## src/rtl/word_pack_pkg.sv

```systemverilog
// Shared types and helpers for the byte-to-word packer.
package word_pack_pkg;

  localparam int unsigned BYTE_W = 8;
  localparam int unsigned WORD_W = 16;

  typedef logic [BYTE_W-1:0] byte_t;
  typedef logic [WORD_W-1:0] word_t;

  typedef enum logic {EMPTY, PART} pack_state_t;

  localparam byte_t DEFAULT_PAD_BYTE = 8'h00;

  // order 0: first byte lands in the upper lane; order 1: first byte in the lower lane.
  function automatic word_t merge_bytes(input byte_t first, input byte_t second, input logic order);
    return order ? {second, first} : {first, second};
  endfunction

endpackage

```

## src/rtl/word_pack.sv

```systemverilog
// Byte-to-word packer with a one-byte holding register and a one-word output register.
// Optional WORD_PACK_COUNT_EN adds out_count, a wrapping count of loaded words.
module word_pack
  import word_pack_pkg::*;
#(
  parameter int unsigned BYTE_ORDER = 0,
  parameter byte_t       PAD_BYTE   = DEFAULT_PAD_BYTE
) (
  input  logic              clk,
  input  logic              rst,
  input  logic [BYTE_W-1:0] in_byte,
  input  logic              in_valid,
  input  logic              in_last,
  output logic              in_ready,
  output logic [WORD_W-1:0] out_word,
  output logic              out_valid,
  output logic              out_odd,
`ifdef WORD_PACK_COUNT_EN
  output logic [WORD_W-1:0] out_count,
`endif
  input  logic              out_ready
);

  localparam logic ORDER = (BYTE_ORDER != 0);

  pack_state_t state_q, state_d;
  byte_t       hold_q, hold_d;
  word_t       out_word_q, out_word_d;
  logic        out_valid_q, out_valid_d;
  logic        out_odd_q, out_odd_d;
  logic        word_would_form;
  logic        accept;
  logic        load;
`ifdef WORD_PACK_COUNT_EN
  word_t       count_q, count_d;
`endif

  // Next-state, handshake and output-register load logic.
  always_comb begin
    state_d     = state_q;
    hold_d      = hold_q;
    out_word_d  = out_word_q;
    out_odd_d   = out_odd_q;
    out_valid_d = out_valid_q;

    word_would_form = (state_q == PART) || in_last;
    // A byte that only fills hold_q never needs the output register.
    in_ready = !rst && !(word_would_form && out_valid_q && !out_ready);
    accept   = in_valid && in_ready;
    load     = accept && word_would_form;

    if (accept) begin
      if (state_q == PART) begin
        state_d    = EMPTY;
        out_word_d = merge_bytes(hold_q, in_byte, ORDER);
        out_odd_d  = 1'b0;
      end else if (in_last) begin
        out_word_d = merge_bytes(in_byte, PAD_BYTE, ORDER);
        out_odd_d  = 1'b1;
      end else begin
        state_d = PART;
        hold_d  = in_byte;
      end
    end

    if (load) begin
      out_valid_d = 1'b1;
    end else if (out_ready) begin
      out_valid_d = 1'b0;
    end
  end

`ifdef WORD_PACK_COUNT_EN
  always_comb begin
    count_d = count_q + WORD_W'(load);
  end
`endif

  always_ff @(posedge clk) begin
    if (rst) begin
      state_q     <= EMPTY;
      hold_q      <= '0;
      out_word_q  <= '0;
      out_valid_q <= 1'b0;
      out_odd_q   <= 1'b0;
`ifdef WORD_PACK_COUNT_EN
      count_q     <= '0;
`endif
    end else begin
      state_q     <= state_d;
      hold_q      <= hold_d;
      out_word_q  <= out_word_d;
      out_valid_q <= out_valid_d;
      out_odd_q   <= out_odd_d;
`ifdef WORD_PACK_COUNT_EN
      count_q     <= count_d;
`endif
    end
  end

  assign out_word  = out_word_q;
  assign out_valid = out_valid_q;
  assign out_odd   = out_odd_q;
`ifdef WORD_PACK_COUNT_EN
  assign out_count = count_q;
`endif

endmodule

```

## config.mk

```make
export PLATFORM = sky130hd
export DESIGN_NAME = word_pack
export DESIGN_NICKNAME = d
export VERILOG_FILES = /design/src/rtl/word_pack_pkg.sv /design/src/rtl/word_pack.sv
export SDC_FILE = /design/constraint.sdc
export NUM_CORES = 1
export LEC_CHECK = 0
export CAP_MARGIN = 20
export CORE_ASPECT_RATIO = 1.2
export CORE_MARGIN = 2
export CORE_UTILIZATION = 46
export CTS_CLUSTER_DIAMETER = 60
export DETAILED_ROUTE_END_ITERATION = 16
export GPL_TIMING_DRIVEN = 0
export PLACE_DENSITY = 0.78
export SETUP_SLACK_MARGIN = 0.1
export SYNTH_ARGS = -nofsm -noshare
export SYNTH_HDL_FRONTEND = slang
export SYNTH_SLANG_ARGS = --single-unit
export TNS_END_PERCENT = 50
```

## constraint.sdc

```tcl
create_clock -name clk -period 1.7 [get_ports clk]
set_input_delay 0.34 -clock clk [delete_from_list [all_inputs] [get_ports clk]]
set_output_delay 0.34 -clock clk [all_outputs]
set_load 0.02 [all_outputs]
```

======== Yosys cells after proc, flatten, opt, wreduce, memory -nomap -nowiden ========
Cells that the tools add are included.
storage, ports and cells
  flip-flop bits (word level) ............. 27
  input bits .............................. 13
  output and inout port bits .............. 19
  logic and storage cells ................. 28
cells by class
  mux-type cells .......................... 8
  bitwise operators ....................... 2
  reduce and logical (&&, ||, !) cells .... 13
operator list
  operator           number
  $mux 16            2
  $mux 1             6
  $logic_and 1x1->1  5
  $reduce_bool 2->1  2
  $logic_not 1->1    3
  $reduce_and 3->1   1
  $not 1->1          2
  $reduce_and 2->1   1
  $logic_or 1x1->1   1

======== Longest topological paths before layout ========
Gate-level depths: netlist (run 1).
  depth after elaboration ................. 8
  depth in mapped cells ................... 5

======== Worst setup path after synthesis (run 1) ========
No wires, ideal clock.
  path kind ............................... register -> output
  start point ............................. register state_q
  end point ............................... output port in_ready
  arrival time ............................ 1234 ps
  slack ................................... 126 ps
  cell stages (with the launch flop) ...... 5
  path buffers ............................ 2
  path through ............................ dfxtp_1 or2_1 buf_2 buf_6 a21oi_1
between the ends
  longest elaborated chain between the ends .. 5
ends and longest elaborated chain
  element                         line             source
  from (decl)                     word_pack.sv:26  pack_state_t state_q, state_d;
  from (signal assigned)          word_pack.sv:90  state_q <= state_d;
  $logic_or 1x1->1                word_pack.sv:46  word_would_form = (state_q == PART) || in_last;
  $logic_and 1x1->1 (2 in a row)  word_pack.sv:48  in_ready = !rst && !(word_would_form && out_valid_q && !out_ready);
  $logic_not 1->1                 word_pack.sv:48
  $logic_and 1x1->1               word_pack.sv:48
  to (decl)                       word_pack.sv:14  output logic in_ready,
Every way passes these cells.

======== Worst setup path after layout (run 1) ========
  start point ............................. input port out_ready
  end point ............................... output port in_ready
between the ends
  longest elaborated chain between the ends .. 4
ends and longest elaborated chain
  element            line             source
  from (decl)        word_pack.sv:21  input logic out_ready
  $logic_not 1->1    word_pack.sv:48
  $logic_and 1x1->1  word_pack.sv:48
  $logic_not 1->1    word_pack.sv:48
  $logic_and 1x1->1  word_pack.sv:48
Every way passes these cells.

==> metrics.md, run 1 <==
| Metric | Value |
|---|---|
| Start-to-end type of the worst setup path | input port to primary output |
| Sum of routed wire length over all layers | 2.693 mm |
| Setup repair after global routing missed its margin | true |
| Worst setup slack before clock tree synthesis | -849.0 ps |
| Worst reg2reg path startpoint | state_q$_SDFFE_PP0N_ |
| Kind of capture point of the worst setup path | primary output |
| Skew-Pair Late Insertion Delay | 330 ps |
| Detailed-placement wirelength estimate | 1.792 mm |
| Overall fraction of global-route tracks in use | between 10% and 20% |
| Number of max-capacitance violations reported | 0 |
| Clock net sink count | 27 |
| Horizontal die dimension | 48.87 um |
| Number of hold-slack violations in the final timing report | 0 |
| Final slew viol count | 0 |
| Clock tree from TritonCTS | built |
| Most area-hungry cell type in the Yosys netlist | dfxtp_1 |
| Crit path DAT | 1330 ps |
| Distinct cell type count after synthesis | 21 |
| Capture point of the worst reg-to-reg path | state_q$_SDFFE_PP0N_ |
| Remaining antenna violation count after routing | 0 |
| Vias per Instance | between 5 and 6 |
| Aggregate negative setup slack | 0 ps |
| Root Driver | clkbuf_4 |
| GR Util met1 | 25.08% |
| DR vias | 1,011 |
| Cell family with the largest share of critical-path delay | buffers and inverters |
| Final worst clock skew | roughly 11 ps |
| Pin count of the biggest net entering global routing | 16 |
| Worst-path clk slew | 140 ps |
| Overflow after GRT | 0 |
| Nature of the critical path startpoint | input port |
| First-iteration detailed-routing DRC count | 16 |
| Async set-or-reset flop fraction in the synthesized netlist | 0% |
| Global routing usage on met2 | 35.42% |
| Vias in the first global route | 970 |
| Worst hold slack | 468.3 ps |
| Cells on Worst Hold Path | 2 |
| Hold Startpoint | hold_q[0]$_SDFFE_PP0P_ |
| Primary FF master, synth | dfxtp_1 |
| Required arrival time at the worst endpoint | 1360 ps |
| Sequential area share after synthesis | between 40% and 50% |
| WL/cell | 14.96 um |
| Wire length of the first global-routing pass | roughly 4.4 mm |
| Buffers from clock root to sink, at most | 2 |
| Relative max-transition margin | between 50% and 60% |
| Drt first pass iters | 4 |
| Crit path max fanout | 4 |
| Capture endpoint of the worst hold path | hold_q[0]$_SDFFE_PP0P_ |
| Run status | finished clean |
| Final critical delay including setup and external delays | 1666 ps |
| Grt peak-use layer | met2 |
| Core outline area | 0.002282 mm2 |
| Layout-stage area growth over the synthesis result | 39.19% |
| Number of design rule violations left after detail routing | 0 |
| Number of cells after detailed placement | 172 |
| R2R Setup Slk | approximately 110 ps |
| Met3 usage | 2.320% |
| Post-Syn Area per Cell | 10.10 um2 |
| Post-Syn Instances | 110 |
| Routability cong. | 0.7784 |
| Register-to-Register Path Depth | 7 |
| Max stage delay on crit path | ~400 ps |
| # port buffers | 31 |
| Die area | 0.002826 mm2 |
| Post-Layout Cell Count | 180 |
| Starting Density | 48.68% |
| Number of flops mapped to enable cells by yosys | 0 |
| ANT cells | 0 |
| Count of state elements after synthesis | 27 |
| Fin crit share | 98.01% |
| Leakage | 0.0007031 uW |
| Slew at the pin closest to its max-slew limit | a little over 600 ps |
| Final setup slack of the worst path | 33.91 ps |
| Chip Height | 57.84 um |
| Worst min path class | flip-flop to flip-flop |
| CP Cell Sequence | clkdlybuf4s50_1 > nor2b_1 > a21oi_4 > buf_6 |
| Power density of the placed cells | 761.8 mW/mm2 |
| Depth of the CTS H-tree | 1 |
| Synth warn | 0 |
| Cell types occupying the most area after synthesis | dfxtp_1 (49%), mux2i_1 (7.2%), a22o_1 (6.3%), a311oi_1 (6.3%), nand2_1 (5.4%) |
| Largest vdd supply drop | 526.2 uV |
| I/O pin count | 32 |
| Share of the synthesized area in the top cell type | 48.65% |
| Syn nets | between 100 and 150 |
| Final setup fails | 0 |
| TritonCTS Buffers | 3 |
| Upper clock frequency limit | 600.2 MHz |
| Fraction of final layout cells with drive strength greater than 1 | ~17% |
| Cell at the slowest stage of the critical path | clkdlybuf4s50_1 |
| Area of the mapped netlist | around 0.0011 mm2 |
| Final core utilization | 67.76% |
| Number of antenna violations at the first check in global routing | 0 |
| Number of rows in the core area | 19 |
| Final-stage net count | 163 |
| WP buf/inv | 2 |
==> final cells by class <==
type                            count  area, um2
Tap cell                           31      38.79
Clock buffer                        3      22.52
Clock inverter                      1      5.005
Inverter                            1      3.754
Multi-Input combinational cell     73      516.7
Timing Repair Buffer               36      354.1
Fill cell                         195      735.7
Sequential cell                    27      544.3
Buffer                              8      61.31
==> report_power, final <==
group,internal (uW),switching [uW]
Clock,88.4,192
Combinational,109,119
Sequential,657,12.0
Total,855,323
==> state kept, by name (all words and copies together), names as in the netlist <==
| signal | count |
|---|---|
| hold_q | 8 |
| out_valid | 1 |
| out_word | 16 |
| out_odd | 1 |
| state_q | 1 |
==> metrics by stage <==
| stage | power, uW | instance area [um2] |
|---|---|---|
| finish | 1178 | 1546 |
| global route | 1222 | 1546 |
| CTS | 1175 | 1503 |
| detailed placement | 902.6 | 1460 |
| global placement | 897.1 | 1460 |
| floorplan | 802.3 | 1111 |
==> per-layer routing <==
metal  vias to the layer above  share of wire, %
met2                        29                52
met1                       489                43
li1                        489                 -
met4                         0               1.2
met5                         -                 0
met3                         4               4.5
==> worst min-delay path, stage by stage, from the launching register on <==
cell and delay, ps:
dfxtp_1 340, nand2_1 50, a21oi_1 50
==> cells in the final DEF (no fill, tap or decap) <==
master,n
nor2b_1,1
nand2_1,16
and3_4,1
nand2b_1,1
a21oi_4,1
clkdlybuf4s50_1,13
o21ai_0,1
mux2i_1,8
clkinv_2,1
dlymetal6s2s_1,7
buf_6,4
a31oi_2,1
buf_2,4
or4b_1,1
a31oi_1,9
buf_4,6
a21oi_1,10
nor2_1,2
dfxtp_1,26
nor4b_4,1
or2_1,1
a211oi_1,1
a22o_1,8
clkbuf_4,3
dfxtp_4,1
nor2b_2,1
a311oi_1,8
or2_4,1
inv_1,1
dlygate4sd2_1,10
==> Yosys cell counts (2+ instances only) <==
library cell  count
a22o_1            8
a31oi_1           9
buf_2             6
nand2_1          16
a21oi_1          11
nor2_1            2
buf_6             3
a311oi_1          8
mux2i_1           8
dfxtp_1          27
or2_1             2
==> timing repair <==
item	4_1_cts	5_1_grt
gates resized for setup	22	9
setup buffers	3	2
pin swaps	2	2
setup endpoints to repair	19	22
hold buffers	0	0
==> how the worst max path moves through the flow <==
| stage | startpoint | end | cells after the start |
|---|---|---|---|
| final | out_ready | in_ready | 4 |
| after floorplan | state_q$_SDFFE_PP0N_ | in_ready | 4 |
| after global placement | in_last | in_ready | 6 |
| after detailed placement | in_last | in_ready | 6 |
| after global routing | out_ready | in_ready | 4 |
| after CTS | state_q$_SDFFE_PP0N_ | in_ready | 4 |
==> cells by family after synthesis <==
| family | synth area share (%) |
|---|---|
| compound gates | 24.89 |
| simple gates | 13.18 |
| buf+inv | 6.081 |
| mux | 7.207 |
| flops | 48.65 |
No activity file was read; power rests on OpenSTA's default activity.
==> inputs of run 2 (changes only) <==
--- a/config.mk
+++ b/config.mk
@@ -7,7 +7,7 @@
 export LEC_CHECK = 0
 export CAP_MARGIN = 20
 export CORE_ASPECT_RATIO = 1.2
-export CORE_MARGIN = 2
+export CORE_MARGIN = 1.5
 export CORE_UTILIZATION = 46
 export CTS_CLUSTER_DIAMETER = 60
 export DETAILED_ROUTE_END_ITERATION = 16
==> metrics.md, run 2 (synthesis results as in run 1) <==
| Metric | Value |
|---|---|
| Routability cong. | 0.8044 (+3.3%) |
| Crit path DAT | 1300 ps (-30 ps) |
| Final setup fails | 0 (unchanged) |
| Final critical delay including setup and external delays | 1642 ps (-23.98 ps) |
| Final slew viol count | 0 (unchanged) |
| Clock net sink count | 27 (unchanged) |
| Flip-flop count of the largest register after layout | 16 (unchanged) |
| Worst-path clk slew | 140 ps (about the same) |
| Starting Density | 48.68% (unchanged) |
| TritonCTS Buffers | 3 (unchanged) |
| Register-to-Register Path Depth | 6 (-1) |
| Relative max-transition margin | 63.36% (+3.8 points) |
| # port buffers | 31 (unchanged) |
| Max stage delay on crit path | 370 ps (-40 ps) |
| Layout-stage area growth over the synthesis result | 39.86% |
| Skew-Pair Late Insertion Delay | 330 ps (about the same) |
| Cell at the slowest stage of the critical path | dfxtp_4 |
| Run status | finished clean |
| Vias in the first global route | 925 (-4.6%) |
| Number of antenna violations at the first check in global routing | 0 (unchanged) |
| Fraction of final layout cells with drive strength greater than 1 | 17.57% (+0.79 points) |
| Start-to-end type of the worst setup path | flip-flop to primary output |
| Remaining antenna violation count after routing | 0 (unchanged) |
| Most common library cell in the layout ignoring fill and taps | dfxtp_1 |
| Overflow after GRT | 0 (unchanged) |
| I/O pin count | 32 (unchanged) |
| Worst setup slack before clock tree synthesis | -825.7 ps (+23.23 ps) |
| Sum of routed wire length over all layers | 2.591 mm (-3.8%) |
| WP buf/inv | 2 (unchanged) |
| CP most frequent cell | buf_6 |
| Depth of the CTS H-tree | 1 (unchanged) |
| Aggregate negative setup slack | 0 ps (unchanged) |
| Number of max-capacitance violations reported | 0 (unchanged) |
| Drt first pass iters | 4 (unchanged) |
| Core outline area | 0.002282 mm2 (unchanged) |
| Detailed-placement wirelength estimate | 1.758 mm (-1.9%) |
| GR Util met1 | 28.14% (+3.1 points) |
| Number of design rule violations left after detail routing | 0 (unchanged) |
| Fin crit share | 96.59% (-1.4 points) |
| Commonest cells after routing, fill and taps aside | dfxtp_1 (26), nand2_1 (16) |
| Vias per Instance | 5.458 (-2.8%) |
| Horizontal die dimension | 47.87 um (-2.0%) |
| WL/cell | 14.47 um (-3.3%) |
| Overall fraction of global-route tracks in use | 21.64% (+1.7 points) |
| Buffers from clock root to sink, at most | 2 (unchanged) |
| Nature of the critical path startpoint | flip-flop |
| Power density of the placed cells | 755.4 mW/mm2 (-0.83%) |
| Final worst clock skew | 2.203 ps (-8.670 ps) |
| Largest vdd supply drop | 680.0 uV (+29%) |
| Root Driver | clkbuf_4 |
| Leakage | 0.0007473 uW (+6.3%) |
| Clock tree from TritonCTS | built |
| Number of buffers inserted by hold repair at cts | 0 (unchanged) |
| Worst min path class | flip-flop to flip-flop |
| Number of cells on the critical path | 4 (unchanged) |
| Final core utilization | 68.09% (+0.33 points) |
| Tot Pwr | 1174 uW (-0.35%) |
| Slew at the pin closest to its max-slew limit | 547.3 ps (-56.56 ps) |
| Kind of capture point of the worst setup path | primary output |
| First-iteration detailed-routing DRC count | 24 (+8) |
| Setup repair after global routing missed its margin | true |
| Global routing usage on met2 | 32.00% (-3.4 points) |
| Chip Height | 56.84 um (-1.7%) |
| Upper clock frequency limit | 609.0 MHz (+1.5%) |
| ANT cells | 0 (unchanged) |
| Number of rows in the core area | 19 (unchanged) |
| Final-stage net count | 162 (-0.61%) |
| Final setup slack of the worst path | 57.89 ps (+23.98 ps) |
| Cells on Worst Hold Path | 2 (unchanged) |
| Die area | 0.002720 mm2 (-3.7%) |
| Pin count of the biggest net entering global routing | 17 (+1) |
| Wire length of the first global-routing pass | 4.160 mm (-5.3%) |
| Grt peak-use layer | met2 |
| Crit path max fanout | 2 (-2) |
| DR vias | 977 (-3.4%) |
| Number of hold-slack violations in the final timing report | 0 (unchanged) |
| Met3 usage | 3.859% (+1.5 points) |
| Required arrival time at the worst endpoint | 1360 ps (about the same) |
| CP Cell Sequence | or2_4 > buf_6 > a21oi_4 > buf_6 |
| Cell family with the largest share of critical-path delay | flip-flops |
-- run 2: power breakdown --
part	internal (uW)	switching, uW
Clock	90.1	191
Combinational	106	117
Sequential	657	12.2
Total	853	321
-- run 2: final timing paths --
path / from / end / slack (ps)
setup / recovery: state_q$_SDFFE_PP0N_ / in_ready / 60
hold / removal: hold_q[7]$_SDFFE_PP0P_ / hold_q[7]$_SDFFE_PP0P_ / 460
setup reg to reg: state_q$_SDFFE_PP0N_ / state_q$_SDFFE_PP0N_ / 210
hold reg to reg: hold_q[7]$_SDFFE_PP0P_ / hold_q[7]$_SDFFE_PP0P_ / 460
-- run 2: per-stage QoR --
| stage | hold slack, ps | instance area (um2) | std cells |
|---|---|---|---|
| floorplan | 436.0 | 1111 | 110 |
| global placement | 442.0 | 1460 | 172 |
| detailed placement | 450.1 | 1460 | 172 |
| CTS | 469.3 | 1513 | 179 |
| global route | 494.4 | 1554 | 179 |
| finish | 464.8 | 1554 | 179 |
-- run 2: repair_timing --
item,in CTS,in global routing
gates cloned,0,0
pin swaps,2,2
gates resized for setup,22,14
setup endpoints to repair,19,25
buffers inserted,4,0
-- run 2: final cells by class --
cell class | count | area, um2
Clock buffer | 3 | 22.52
Buffer | 8 | 61.31
Inverter | 1 | 3.754
Tap cell | 31 | 38.79
Multi-Input combinational cell | 73 | 521.8
Timing Repair Buffer | 35 | 354.1
Clock inverter | 1 | 7.507
Fill cell | 198 | 728.2
Sequential cell | 27 | 544.3
-- run 2: worst min-delay path, delay by kind of cell (launching register included) --
| kind | cells | cell delay, ps |
|---|---|---|
| DFF | 1 | 330 |
| and+or+nand+nor | 1 | 50 |
| AOI/OAI and AO/OA | 1 | 50 |
-- run 2: layer usage --
metal	routed length (um)	vias up
met5	0	-
met1	1204	466
met2	1265	21
li1	-	486
met3	77	4
met4	44	0
==> inputs of run 3 (changes only) <==
==> constraint.sdc (replaced) <==
create_clock -name clk -period 1.7 [get_ports clk]
set_input_delay 0.34 -clock clk [delete_from_list [all_inputs] [get_ports clk]]
set_output_delay 0.34 -clock clk [all_outputs]
set_load 0.005 [all_outputs]
==> metrics.md, run 3 (synthesis results as in run 1) <==
| Metric | Value |
|---|---|
| Root Driver | clkbuf_4 |
| Core outline area | 0.002282 mm2 (unchanged) |
| Crit path max fanout | 2 (unchanged) |
| Internal | 858.4 uW (+0.59%) |
| Post-Layout Cell Count | 179 (unchanged) |
| Remaining antenna violation count after routing | 0 (unchanged) |
| Depth of the CTS H-tree | 1 (unchanged) |
| Fin crit share | 93.79% (-2.8 points) |
| Power share of the sequential group | 57.9% (+0.9 points) |
| Final worst clock skew | 3.199 ps (+0.9964 ps) |
| WL/cell | 14.31 um (-1.2%) |
| Number of hold-slack violations in the final timing report | 0 (unchanged) |
| TritonCTS Buffers | 3 (unchanged) |
| Layout-stage area growth over the synthesis result | 37.27% |
| Clock tree from TritonCTS | built |
| Power density of the placed cells | 759.2 mW/mm2 (+0.49%) |
| Leakage | 0.0005322 uW (-29%) |
| Switching part of the total power | 25.86% (-1.4 points) |
| Start-to-end type of the worst setup path | flip-flop to primary output |
| Vias in the first global route | 921 (-0.43%) |
| Slew at the pin closest to its max-slew limit | 544.6 ps (-2.706 ps) |
| Final-stage net count | 162 (unchanged) |
| Horizontal die dimension | 47.87 um (unchanged) |
| Pin count of the biggest net entering global routing | 17 (unchanged) |
| Detailed-placement wirelength estimate | 1.758 mm (unchanged) |
| Chip Height | 56.84 um (unchanged) |
| Largest vdd supply drop | 684.5 uV (+0.67%) |
| Number of rows in the core area | 19 (unchanged) |
| Commonest cells after routing, fill and taps aside | clkdlybuf4s50_1 (28), dfxtp_1 (26), nand2_1 (16) |
| Number of cells after detailed placement | 172 (unchanged) |
| I/O pin count | 32 (unchanged) |
| Worst-path clk slew | 150 ps (about the same) |
| DR vias | 990 (+1.3%) |
| Buffers from clock root to sink, at most | 2 (unchanged) |
| Crit path DAT | 1250 ps (-50 ps) |
| Die area | 0.002720 mm2 (unchanged) |
| Number of max-capacitance violations reported | 0 (unchanged) |
| Setup repair after global routing missed its margin | true |
| Run status | finished clean |
| Routability cong. | 0.8044 (unchanged) |
| Clk network pwr share | 24.5% (+0.5 points) |
| Clock net sink count | 27 (unchanged) |
| Flip-flop count of the largest register after layout | 16 (unchanged) |
| Wire length of the first global-routing pass | 4.146 mm (-0.34%) |
| Most common library cell in the layout ignoring fill and taps | clkdlybuf4s50_1 |
| # port buffers | 31 (unchanged) |
| Worst min path class | flip-flop to flip-flop |
| Required arrival time at the worst endpoint | 1360 ps (about the same) |
| Relative max-transition margin | 63.54% (+0.18 points) |
| Skew-Pair Late Insertion Delay | 330 ps (about the same) |
| Number of antenna violations at the first check in global routing | 0 (unchanged) |
| Sum of routed wire length over all layers | 2.561 mm (-1.2%) |
| Fraction of final layout cells with drive strength greater than 1 | 17.57% (unchanged) |
| Overall fraction of global-route tracks in use | 21.58% (-0.061 points) |
| First-iteration detailed-routing DRC count | 22 (-8.3%) |
| Net Switching | 299.5 uW (-6.6%) |
| Final critical delay including setup and external delays | 1595 ps (-47.60 ps) |
| Tot Pwr | 1158 uW (-1.4%) |
| ANT cells | 0 (unchanged) |
| Drt first pass iters | 4 (unchanged) |
| Met3 WL | 127 um (+65%) |
| Share of power burned in combinational logic | 17.7% (-1.3 points) |
| Length of routed met2 wiring | 1.240 mm (-2.0%) |
| Number of design rule violations left after detail routing | 0 (unchanged) |
| Detailed-routing wirelength on met1 | 1.150 mm (-4.5%) |
| Vias per Instance | 5.531 (+1.3%) |
| Number of buffers inserted by hold repair at cts | 0 (unchanged) |
| Top routing layer in use | met4 |
| Overflow after GRT | 0 (unchanged) |
| Upper clock frequency limit | 627.2 MHz (+3.0%) |
| Nature of the critical path startpoint | flip-flop |
| Worst hold slack | 467.2 ps (+2.322 ps) |
| Starting Density | 48.68% (unchanged) |
| Final setup fails | 0 (unchanged) |
| Final slew viol count | 0 (unchanged) |
| Kind of capture point of the worst setup path | primary output |
run 3: power groups by stage:
stage,combinational (uW),sequential [uW],clock (uW)
after floorplan,94.7,686,0
after global placement,190,685,0
after detailed placement,193,686,0
after CTS,204,670,289
after global routing,224,673,305
final,205,670,283
run 3: layout make-up:
| cell class | count | area [um2] |
|---|---|---|
| flip-flops and latches | 27 | 544.3 |
| fillers | 203 | 757.0 |
| multi-input cells | 73 | 514.2 |
| well taps | 31 | 38.79 |
| clock buffers | 3 | 22.52 |
| repair buffers | 35 | 332.8 |
| inverters | 1 | 3.754 |
| clock inverters | 1 | 7.507 |
| plain buffers | 8 | 61.31 |
run 3: through the flow:
stage	setup WS [ps]	util [%]	setup TNS (ps)	area, um2
2_1_floorplan	334.6	-	0	1111
3_3_place_gp	-707.5	63.98	-3516	1460
3_5_place_dp	-722.7	63.98	-4166	1460
4_1_cts	94.09	66.61	0	1520
5_1_grt	36.86	66.83	0	1525
6_report	105.5	66.83	0	1525
run 3: worst paths after layout:
kind                                from                     end  slack (ps)  cells past startpoint
hold reg to reg   hold_q[7]$_SDFFE_PP0P_  hold_q[7]$_SDFFE_PP0P_         470                      2
setup / recovery    state_q$_SDFFE_PP0N_                in_ready         110                      4
setup reg to reg    state_q$_SDFFE_PP0N_    state_q$_SDFFE_PP0N_         240                      6
hold / removal    hold_q[7]$_SDFFE_PP0P_  hold_q[7]$_SDFFE_PP0P_         470                      2
run 3: critical path, stage by stage, from the launching register on:
cell and delay [ps]:
dfxtp_4 370, or2_4 230, buf_6 120, a21oi_2 90, buf_2 120
run 3: layer usage:
metal	vias up	track usage, %
met5	-	0
met4	0	12.74
met3	4	3.859
met2	31	31.81
met1	469	28.14
li1	486	-
run 3: repair_timing:
| item | in CTS | in global routing |
|---|---|---|
| gates resized for setup | 13 | 2 |
| buffers inserted | 4 | 0 |
| pin swaps | 1 | 0 |
| endpoints found under the setup margin | 1 | 16 |
==> RTL change 1: new RTL, settings of run 2 <==
The option `WORD_PACK_COUNT_EN` is turned on by a define.
--- a/src/rtl/word_pack.sv
+++ b/src/rtl/word_pack.sv
@@ -1,5 +1,7 @@
 // Byte-to-word packer with a one-byte holding register and a one-word output register.
 // Optional WORD_PACK_COUNT_EN adds out_count, a wrapping count of loaded words.
+`define WORD_PACK_COUNT_EN
+
 module word_pack
   import word_pack_pkg::*;
 #(
Check against the original RTL (old outputs only; new: out_count): equivalent (equiv_simple and equiv_induct, registers matched by name and starting in step).
==> RTL change 1 against run 2 <==
The run now ends with negative setup slack left; worst setup slack lost 0.15 ns; wire length grew 48%; critical path depth grew 5; power grew 86%; design area grew 67%; via count grew 55%; synthesized area grew 58%; worst hold slack lost 0.0085 ns; sequential cell count grew 16; critical path type is now reg2reg; largest cell class is now multi-input combinational cells.
==> RTL change 1: results (changes against run 2) <==
Met1 Resource Use GR = 0.2310 (-0.05040)
WL met3 = 222 um (+190%)
Total CTS buffers = 5 (+2)
Routed met2 length = 1.948 mm (+54%)
Final std cells w/o fill = 299 (+67%)
Worst skew pair latency = 0.30 ns (-0.03 ns)
M2 GR Usage = 0.3321 (+0.01211)
DR iter-0 viols = 74 (+210%)
WL met1 = 1.581 mm (+31%)
WL/cell = 12.81 um (-11%)
Final TNS setup = -0.3414 ns (-0.3414 ns)
Vias in the first global route = 1462 (+58%)
Fin Clk Skew = 0.006329 ns (+0.004126 ns)
Root Driver = clkbuf_8
Sequential share of the synthesized area = 0.4918 (+0.005293)
Setup violators final = 6 (+6)
Port-buffer cells = 47 (+52%)
Peak supply drop = 0.6150 mV (-9.6%)
Rel. slew slack = 0.6646 (+0.03099)
Post-Syn Nets = 199 (+62%)
Failing checks = negative setup slack
Core Region = 0.003633 sq mm (+59%)
DPL Wire Length = 2.627 mm (+49%)
Fraction of layout cells with a size suffix above 1 = 0.1943 (+0.01866)
Status = finished with violations
Fin worst setup slack = -0.09676 ns (-0.1547 ns)
Total GRT Usage = 0.2029 (-0.01349)
Final net count = 261 (+61%)
Leakage = 1.204 nW (+61%)
WP data arrival = 1.98 ns (+0.68 ns)
Clock slew at reported path FFs = 0.08 ns (-0.06 ns)
First-pass GRT wire length = 6.465 mm (+55%)
Via Count = 1517 (+55%)
Pin count of the biggest net entering global routing = 15 (-2)
Met3 capacity usage during global routing = 0.07130 (+0.03271)
GPL Wtd Cong = 0.8171 (+1.6%)
[RTL change 1: report_power, final]
| group | total (mW) | switching [mW] | internal (mW) |
|---|---|---|---|
| clock network | 0.898 | 0.372 | 0.527 |
| registers | 1.05 | 0.0159 | 1.04 |
| logic | 0.231 | 0.121 | 0.110 |
[RTL change 1: cell type report]
type | instances | area (sq um)
Sequential cell | 43 | 865.8
Inverter | 5 | 18.77
Timing Repair Buffer | 55 | 505.5
Multi-Input combinational cell | 129 | 953.4
Fill cell | 288 | 1044
Tap cell | 52 | 65.06
Clock buffer | 6 | 93.84
Buffer | 7 | 50.05
Clock inverter | 2 | 37.54
[RTL change 1: critical path, stage by stage (launching register included)]
cell and delay, ns:
dfxtp_4 0.35, nor2b_4 0.13, nor3b_4 0.21, buf_6 0.14, ha_4 0.13, ha_4 0.13
nand4_4 0.17, nor3_2 0.21, xnor2_1 0.15, nor2_1 0.06
[RTL change 1: timing repair]
| action | CTS | global route |
|---|---|---|
| pin swaps | 8 | 4 |
| endpoints found under the setup margin | 45 | 20 |
| buffers inserted | 8 | 0 |
| gates resized for setup | 52 | 11 |
[RTL change 1: path summary, 6_finish.rpt]
check | startpoint | to | depth (start not counted)
hold / removal | hold_q[5] | hold_q[5] | 2
setup reg to reg | out_valid | out_count[10] | 9
setup / recovery | out_valid | out_count[10] | 9
hold reg to reg | hold_q[5] | hold_q[5] | 2
[RTL change 1: logic make-up after synthesis]
| group | Yosys count | synth area share |
|---|---|---|
| mux | 8 | 0.04575 |
| compound gates | 34 | 0.1322 |
| flops | 43 | 0.4918 |
| buf+inv | 12 | 0.03145 |
| fa+ha+maj | 2 | 0.01429 |
| simple gates | 74 | 0.2295 |
| xor+xnor | 11 | 0.05504 |
==> RTL change 2: new RTL, settings of run 2 <==
Made on the original files. Make the reset (`rst`) asynchronous in one clocked block.
--- a/src/rtl/word_pack.sv
+++ b/src/rtl/word_pack.sv
@@ -76,7 +76,7 @@
   end
 `endif
 
-  always_ff @(posedge clk) begin
+  always_ff @(posedge clk or posedge rst) begin
     if (rst) begin
       state_q     <= EMPTY;
       hold_q      <= '0;
Check against the original RTL: differs if rst is asserted again (counterexample within 4 cycles, from zero or initial values and one cycle with rst high); with rst held inactive, the same outputs for 10 cycles.
==> RTL change 2 against run 2 <==
Wire length shrank 11%; design area grew 1.8%; die area grew 6.1%; maximum frequency grew 0.49%; synthesized area grew 6.5%; worst setup slack gained 0.0080 ns; count of clock-buffer cells in the layout grew 1; sequential cell count is the same; critical path type unchanged; critical endpoint is now out_word[15].
Power is not compared: it rests on default switching activity, and its combinational part moved more than twofold at a synthesized area within 25%.
==> RTL change 2: results (changes against run 2) <==
Status = complete, no violations
Peak supply drop = 0.9815 mV
Routed WL = 2.306 mm (-11%)
Total CTS buffers = 3 (unchanged)
Root Driver = clkbuf_4
Longest Clk Path Bufs = 2 (unchanged)
Hold Crit Class = in2async
Synth unique cells = 17 (-19%)
Fin Clk Skew = 0.004145 ns (+0.001942 ns)
YS warnings = 0 (unchanged)
N_diodes = 0 (unchanged)
Post-synth top cells = dfrtp_1 (27), a22o_1 (8), mux2_1 (8), mux2_2 (8), mux2_4 (8)
WP data arrival = 1.29 ns
Via Count = 756 (-23%)
Slowest Stage Delay on Critical Path = 0.61 ns (+0.24 ns)
Dpl cell area = 0.001533 sq mm (+5.0%)
Pin count of the biggest net entering global routing = 28 (+11)
First-pass GRT wire length = 3.939 mm (-5.3%)
DPL Wire Length = 1.628 mm (-7.4%)
Final net count = 129 (-20%)
Clock slew at reported path FFs = 0.14 ns (about the same)
Rel. slew slack = 0.6265 (-0.007157)
Leakage = 0.8042 nW
Vias in the first global route = 857 (-7.4%)
Fraction of layout cells with a size suffix above 1 = 0.2696 (+0.09389)
First-pass DRT Iterations = 3 (-1)
Antenna violations before repair = 0 (unchanged)
Port-buffer cells = 31 (unchanged)
H-tree depth = 1 (unchanged)
Worst skew pair latency = 0.31 ns (-0.02 ns)
Worst reg2reg path depth = 5 (-1)
DR iter-0 viols = 2 (-92%)
Predominant post-synthesis flop cell = dfrtp_1
Max reg flops = 16 (unchanged)
Top cell family by delay on the critical path = buffers and inverters
Post-Syn Nets = 91 (-26%)
Sequential share of the synthesized area = 0.5708 (+0.08434)
Crit Path Max Fanout = 2 (unchanged)
Largest cells by area after synthesis = dfrtp_1 (57%), mux2_4 (10%), mux2_1 (7.6%), mux2_2 (7.6%), a22o_1 (5.9%)
Total GRT Usage = 0.1799 (-0.03648)
FFs w/ async S/R, synth = 1.000 (+1.000)
Worst path slowest cell = clkdlybuf4s50_1
GPL Wtd Cong = 0.6387 (-21%)
-- RTL change 2: cell types whose count changed after synthesis, sizes merged, moves of 2 or more --
cell    change
dfrtp      +27
dfxtp      -27
mux2       +24
nand2      -15
a31oi      -10
a21oi       -9
a311oi      -8
mux2i       -8
buf         -5
inv         +2
nor2        +2
or2         -2
-- RTL change 2: per-stage QoR --
step	instances	worst slack, ns	utilization
2_1_floorplan	78	0.4493	-
5_1_grt	146	0.02305	0.6720
4_1_cts	145	0.04389	0.6603
3_3_place_gp	140	-0.3325	0.6512
3_5_place_dp	140	-0.3850	0.6512
6_report	146	0.06588	0.6720
-- RTL change 2: cell type report --
cell class	instances	area, sq um
plain buffers	4	35.03
clock buffers	4	26.28
fillers	185	772.0
inverters	3	11.26
multi-input cells	44	464.2
flip-flops and latches	27	675.6
well taps	31	38.79
repair buffers	33	330.3
-- RTL change 2: what timing repair did --
| item | in CTS | in global routing |
|---|---|---|
| resized for setup | 13 | 5 |
| endpoints found under the setup margin | 19 | 11 |
| pin swaps | 1 | 0 |
| hold buffers | 0 | 0 |
| buffers inserted | 1 | 0 |
-- RTL change 2: metal layers --
| layer | GRT usage | share of wire | vias to the layer above |
|---|---|---|---|
| met3 | 0.02792 | 0.047 | 4 |
| met4 | 0.07347 | 0.016 | 0 |
| met5 | 0 | 0 | - |
| met1 | 0.2271 | 0.43 | 379 |
| li1 | - | - | 351 |
| met2 | 0.3108 | 0.51 | 22 |
-- RTL change 2: report_power, final --
| group | switching (mW) | internal, mW |
|---|---|---|
| Clock | 0.177 | 0.0917 |
| Sequential | 0.147 | 0.900 |
| Combinational | 0.457 | 0.578 |
| Total | 0.780 | 1.57 |
-- RTL change 2: kinds of logic after synthesis --
logic type             synth area share
multiplexers                     0.2537
buffers and inverters           0.03911
AND/OR/NAND/NOR                 0.06870
AO/OA/AOI/OAI                   0.06766
flip-flops                       0.5708
-- RTL change 2: final timing paths --
path	start	end	slack, ns
worst max-delay path	out_word[15]	out_word[15]	0.07
worst min-delay path	rst	out_word[5]	0.47
worst min register to register	out_word[5]	out_word[5]	0.51
worst max register to register	state_q	hold_q[4]	0.34
max in group asynchronous	rst	hold_q[3]	0.74
min in group clk	out_word[5]	out_word[5]	0.51
